[src/rtl/transpose_pingpong_buf.sv]
// Double-buffered DIMxDIM corner-turn memory: rows stream into one bank while
// the other bank drains as columns, so a block is transposed without bubbles.
module transpose_pingpong_buf #(
  parameter int WIDTH     = 16,
  parameter int DIM       = 8,
  parameter int SEL_WIDTH = $clog2(DIM)
) (
  input  logic                               clk,
  input  logic                               rst,
  input  logic                               in_valid,
  output logic                               in_ready,
  input  logic signed [DIM-1:0][WIDTH-1:0]   in_row,
  output logic                               out_valid,
  input  logic                               out_ready,
  output logic signed [DIM-1:0][WIDTH-1:0]   out_col,
  output logic                               out_last
);

  localparam logic [SEL_WIDTH-1:0] LAST = SEL_WIDTH'(DIM - 1);
  localparam logic [SEL_WIDTH-1:0] ONE  = SEL_WIDTH'(1);

  typedef logic [DIM-1:0][WIDTH-1:0] row_t;

  row_t                 bank_q [2][DIM];
  row_t                 bank_d [2][DIM];
  logic                 wr_bank_q, wr_bank_d;
  logic                 rd_bank_q, rd_bank_d;
  logic [SEL_WIDTH-1:0] wr_row_q, wr_row_d;
  logic [SEL_WIDTH-1:0] rd_col_q, rd_col_d;
  logic [1:0]           full_q, full_d;

  logic wr_accept;
  logic rd_xfer;

  // Generic DIM:1 word mux; a select beyond DIM-1 (non power-of-2 DIM) yields 0.
  function automatic logic [WIDTH-1:0] word_mux(input row_t words,
                                                input logic [SEL_WIDTH-1:0] sel);
    logic [WIDTH-1:0] word;
    word = '0;
    for (int i = 0; i < DIM; i++) begin
      if (sel == SEL_WIDTH'(i)) word = words[i];
    end
    return word;
  endfunction

  assign in_ready  = !full_q[wr_bank_q];
  assign out_valid = full_q[rd_bank_q];
  assign out_last  = out_valid && (rd_col_q == LAST);
  assign wr_accept = in_valid && in_ready;
  assign rd_xfer   = out_valid && out_ready;

  always_comb begin
    out_col = '0;
    for (int r = 0; r < DIM; r++) begin
      out_col[r] = word_mux(bank_q[rd_bank_q][r], rd_col_q);
    end
  end

  // The bank being filled is never the bank being drained, so a fill-complete
  // and a drain-complete in the same cycle touch different full flags.
  always_comb begin
    // NOTE: every _d starts as its _q so no path through this block leaves a
    // signal unassigned, which would otherwise infer a latch.
    bank_d    = bank_q;
    wr_bank_d = wr_bank_q;
    rd_bank_d = rd_bank_q;
    wr_row_d  = wr_row_q;
    rd_col_d  = rd_col_q;
    full_d    = full_q;

    if (wr_accept) begin
      bank_d[wr_bank_q][wr_row_q] = in_row;
      if (wr_row_q == LAST) begin
        full_d[wr_bank_q] = 1'b1;
        wr_bank_d         = ~wr_bank_q;
        wr_row_d          = '0;
      end else begin
        wr_row_d = wr_row_q + ONE;
      end
    end

    if (rd_xfer) begin
      if (rd_col_q == LAST) begin
        full_d[rd_bank_q] = 1'b0;
        rd_bank_d         = ~rd_bank_q;
        rd_col_d          = '0;
      end else begin
        rd_col_d = rd_col_q + ONE;
      end
    end
  end

  always_ff @(posedge clk or posedge rst) begin
    if (rst) begin
      // NOTE: storage is cleared on reset so out_col reads a defined 0 after
      // reset instead of whatever the registers powered up with.
      for (int b = 0; b < 2; b++) begin
        for (int r = 0; r < DIM; r++) begin
          bank_q[b][r] <= '0;
        end
      end
      wr_bank_q <= 1'b0;
      rd_bank_q <= 1'b0;
      wr_row_q  <= '0;
      rd_col_q  <= '0;
      full_q    <= '0;
    end else begin
      // NOTE: non-blocking assignments so every flop samples pre-edge values.
      bank_q    <= bank_d;
      wr_bank_q <= wr_bank_d;
      rd_bank_q <= rd_bank_d;
      wr_row_q  <= wr_row_d;
      rd_col_q  <= rd_col_d;
      full_q    <= full_d;
    end
  end

endmodule
[config.mk]
export PLATFORM = sky130hd
export DESIGN_NAME = transpose_pingpong_buf
export DESIGN_NICKNAME = d
export VERILOG_FILES = /design/src/rtl/transpose_pingpong_buf.sv
export SDC_FILE = /design/constraint.sdc
export NUM_CORES = 2
export LEC_CHECK = 0
export CORE_UTILIZATION = 59
export CTS_BUF_LIST = sky130_fd_sc_hd__clkbuf_2
export CTS_CLUSTER_DIAMETER = 150
export CTS_CLUSTER_SIZE = 8
export DETAILED_ROUTE_END_ITERATION = 10
export GPL_TIMING_DRIVEN = 1
export PLACE_DENSITY = 0.77
export SLEW_MARGIN = 5
export SYNTH_ARGS = -nofsm -noshare
export SYNTH_HDL_FRONTEND = slang
export SYNTH_SLANG_ARGS = --single-unit
[constraint.sdc]
create_clock -name clk -period 94.7 [get_ports clk]
set_clock_uncertainty 0.2 [all_clocks]
set_input_delay 18.94 -clock clk [delete_from_list [all_inputs] [get_ports clk]]
set_output_delay 18.94 -clock clk [all_outputs]
set_load 0.03 [all_outputs]
; Yosys cells after proc, flatten, opt, wreduce, memory -nomap -nowiden
; Index checks and enable logic that the tools add are counted.
[op_classes]
n_eq_ne = 8
n_div = 0
n_mul = 0
reduce_logical = 11
shift = 0
muxes = 86
magnitude_cmp = 9
n_bitwise = 8
n_addsub = 2
[op_table]
columns = cell, count
row1 = 1024-bit 2-to-1 mux, 4
row2 = 2048-bit bitwise mux, 1
row3 = 1024-bit demux with 1-bit select, 1
row4 = 16-bit 2-to-1 mux, 64
row5 = 128-bit demux with 3-bit select, 1
row6 = 128-bit 2-to-1 mux, 1
row7 = 3-bit == test (second input constant), 5
row8 = 2-bit 2-to-1 mux, 4
row9 = 1-bit logical AND, 7
row10 = 3-bit by 1-bit adder with 3-bit output (second input constant), 2
row11 = 3-bit by 2-bit == test with 1-bit output (second input constant), 2
row12 = 1-bit 2-to-1 mux, 6
row13 = 3-bit 2-to-1 mux, 2
row14 = 2-bit greater-or-equal comparator (second input constant), 2
row15 = 4-bit greater-or-equal comparator (second input constant), 1
row16 = 1-bit by 2-bit less-than comparator with 1-bit output (second input constant), 2
row17 = 4-bit by 1-bit less-than comparator with 1-bit output (second input constant), 1
row18 = 1-bit inverter with 2-bit output, 2
row19 = 3-bit inverter with 4-bit output, 1
row20 = 2-bit AND reduction, 2
row21 = 3-bit by 1-bit == test with 1-bit output (second input constant), 1
row22 = 3-bit logical NOT, 1
row23 = 2-bit bitwise AND, 1
row24 = 1-bit demux with 1-bit select, 2
row25 = 6 further kinds, 8
[word_totals]
out_inout_bits = 131
regBits = 2058
mem_count = 0
in_bits = 132
ramBits = 0
word_cells = 257
romBits = 0
latchBits = 0

; Depth between registers and ports, before layout
[depth]
ltp_word = 12
ltp_mapped = 10

; Least setup slack after synthesis
; No wires, ideal clock.
[synth_path]
path_type = register -> output
startpoint = reg rd_col_q[0]
endpoint = out out_col[0] (netlist name)
stages_incl_launch_ff = 9
n_path_buf = 3
path_slack_ns = 73.162
arrival_ns = 2.398
path_cell_list = dfrtp_1 ha_1 ha_1 clkbuf_1 a21oi_1 clkbuf_1 clkbuf_1 o21ai_0 o21ai_0
[synth_rtl]
columns = element, line
row1 = from (decl), 29  ; logic [SEL_WIDTH-1:0] rd_col_q, rd_col_d;
row2 = from (signal assigned), 113  ; rd_col_q <= rd_col_d;
row3 = to (decl), 15  ; output logic signed [DIM-1:0][WIDTH-1:0] out_col,

==> out/metrics.yaml <==
status: "finished clean"
ys_ff_latch: 2058
setup_viol: 0
syn_nets: 7024
crit_path_max_incr_delay_ns: 0.93
dp_hpwl_um: 174000
cts_tree: "built"
synth.distinct_cells: 32
path_class: "reg2out"
grt_max_degree: 188
cp_slowest_cell: "buf_4"
tightest_slew_ns: 1.40
start_util: 0.594
cp_data_arrival_time_ns: 7.98
root_buffer: "clkbuf_2"
ys_seq_area_frac: 0.540
num_vias: 61400
hold_end: "bank_q[1759]$_DFFE_PP0P_"
cts_resized: 0
worstRegToRegCells: 5
vias_per_cell: 6.72
crit_chain: "buf_4 > buf_4 > buf_4 > buf_4 > mux2i_1 > a221oi_1 > a21oi_1 > o21ai_0 > clkdlybuf4s50_1"
cts.sinks: 2058
syn_inst: 6884
wl_per_cell_um: 31.2
drt_first_pass_iters: 5
postRouteAntennaNets: 0
gp_congestion: 0.875
drt_iter0_drc: 5488
powerDensity_mw_per_mm2: 36.4
period_needed_ns: 27.12
cp.required_ns: 75.56
synth_top_area_cell: "dfrtp_1"
drt_wl_total_um: 285000
cts.path.max_buffers: 4
regToRegEndpoint: "bank_q[570]$_DFFE_PP0P_"
tns_ns: 0
drc: 0
die_y_um: 404
grt_pass1_vias: 62300
crit_buf_inv: 5
report.final.slew_viol_count: 0
syn_to_final_growth_pct: 5.32
finish.instance_area_mm2: 0.100
final_nets: 7060
core_mm2: 0.160
grt_usage: 0.350
hold_viol: 0
cap_violations: 0
placed_area_mm2: 0.0986
p_leak_nw: 44.0
grt_first_pass_wirelength_um: 421000
portBuffers: 262
drive_above_1_share: 0.400
r2r_start: "wr_row_q[0]$_DFFE_PP0P_"
crit_fanout: 61
hp-start: "bank_q[1759]$_DFFE_PP0P_"
grt.overflow.total: 0
synth_top_area_share: 0.540
fill_cells: 12300
start_kind: "register"
post_cts_buffers: 0
antenna_found_initial: 69
post-route-util: 0.626
cts_buffers: 307
peakVddDrop_uv: 48.7
cts.clk_slew.worst_paths_ns: 0.15
finalCritPeriodShare: 0.286
rsz0062_at_grt: "false"
yosys_warnings: 0
std_cell_rows: 147
r2r_slack_ns: 90.11
crit_top_cell: "buf_4"
h-tree-depth: 5
pin_count: 263
ctsHoldBuffers: 0
fmax_mhz: 36.9
syn_area_per_cell_um2: 13.8
syn_area_mm2: 0.0953
clock_latency_ns: 1.78
cpLargestDelayFamily: "buffers and inverters"
die-width_um: 404
crit_path_end_kind: "primary output"
hold_path.class: "reg2reg"
die_area_mm2: 0.163
min_path_cells: 1
maxSlewHeadroom: 0.0624
synthTopCellsByArea: "dfrtp_1 54%, mux2_2 27%, mux2i_1 8.1%, o221ai_1 2.4%, a21oi_1 1.4%"
[per-stage QoR]
| step | cells | hold slack, ns | power, mW | setup slack [ns] |
|---|---|---|---|---|
| finish | 9128 | 0.317 | 3.66 | 67.58 |
| global placement | 8771 | 0.281 | 3.19 | 69.61 |
| global route | 9116 | 0.328 | 3.82 | 67.36 |
| floorplan | 6884 | 0.274 | 2.63 | 17.43 |
| detailed placement | 8771 | 0.287 | 3.26 | 69.57 |
| CTS | 9091 | 0.319 | 3.64 | 67.61 |
[synthesized netlist by cell type, drive strengths merged]
cell	instances
and2	2
nor3	2
and3	3
mux2i	769
o221ai	256
inv	4
dfrtp	2058
and2b	1
buf	372
nand2	19
ha	8
nor2	133
a221oi	128
nor2b	3
nor3b	2
nand2b	3
a31oi	1
a21oi	260
o21ai	259
a21bo	1
nand3	6
mux2	2307
nand3b	3
clkbuf	280
or3b	1
a21o	2
and3b	1
[power by group]
part	leakage [nW]	switching (mW)	total (mW)	internal [mW]
Clock	1.35	0.299	0.391	0.0921
Sequential	26.1	0.204	1.48	1.28
Combinational	16.6	1.00	1.79	0.787
Total	44.0	1.50	3.66	2.16
[cells in the final DEF, fill, tap and decap left out, drive strengths merged]
cell	n
a21bo	1
a21o	2
a21oi	260
a221oi	128
a31oi	1
and2	2
and2b	1
and3	3
and3b	1
buf	117
bufinv	2
clkbuf	314
clkdlybuf4s50	262
clkinv	1
dfrtp	2058
diode	37
ha	8
inv	7
mux2	2307
mux2i	769
nand2	19
nand2b	3
nand3	6
nand3b	3
nor2	133
nor2b	3
nor3	2
nor3b	2
o21ai	259
o221ai	256
or3b	1
[registers in the layout, summed over array words and instances (netlist names)]
signal	flops
bank_q	2048
rd_col_q	3
wr_row_q	3
full_q	2
rd_bank_q	1
wr_bank_q	1
[routing by layer]
metal	global-route usage	part of all wire	wire, µm
met1	0.469	0.41	116000
met3	0.0947	0.090	25600
met2	0.518	0.45	128000
met5	0	0.00066	189
met4	0.192	0.055	15800
[worst reg2reg max path, stage by stage (launching register included)]
cell and delay [ns]:
dfrtp_1 0.67, nor2b_1 0.59, and3_4 0.96, buf_4 0.86, buf_4 0.69, mux2_2 0.45
[worst max path at each step]
stage | startpoint | to | slack [ns] | depth (start not counted)
final | rd_bank_q$_DFFE_PP0P_ | out_col[98] | 67.58 | 9
after global routing | rd_bank_q$_DFFE_PP0P_ | out_col[98] | 67.36 | 9
after CTS | rd_bank_q$_DFFE_PP0P_ | out_col[98] | 67.61 | 9
after detailed placement | rd_bank_q$_DFFE_PP0P_ | out_col[98] | 69.57 | 9
after global placement | rd_bank_q$_DFFE_PP0P_ | out_col[98] | 69.61 | 9
after floorplan | rst | bank_q[0]$_DFFE_PP0P_ | 17.43 | 1
[cell type report]
cell class / instances / area [µm²] / area share
clock buffers: 314 / 1570 / 0.0157
clock inverters: 6 / 80.1 / 0.000798
inverters: 4 / 22.5 / 0.000224
diodes: 37 / 92.6 / 0.000922
well taps: 2160 / 2700 / 0.0269
multi-input cells: 4170 / 40700 / 0.406
flip-flops and latches: 2058 / 51500 / 0.513
repair buffers: 379 / 3680 / 0.0366
[cells by family after synthesis]
group           Yosys count  share of synthesized area
mux                    3076                      0.353
flops                  2058                      0.540
compound gates          907                     0.0629
buf+inv                 656                     0.0345
simple gates            179                    0.00798
fa+ha+maj                 8                    0.00105
No activity file was read; power rests on OpenSTA's default activity.
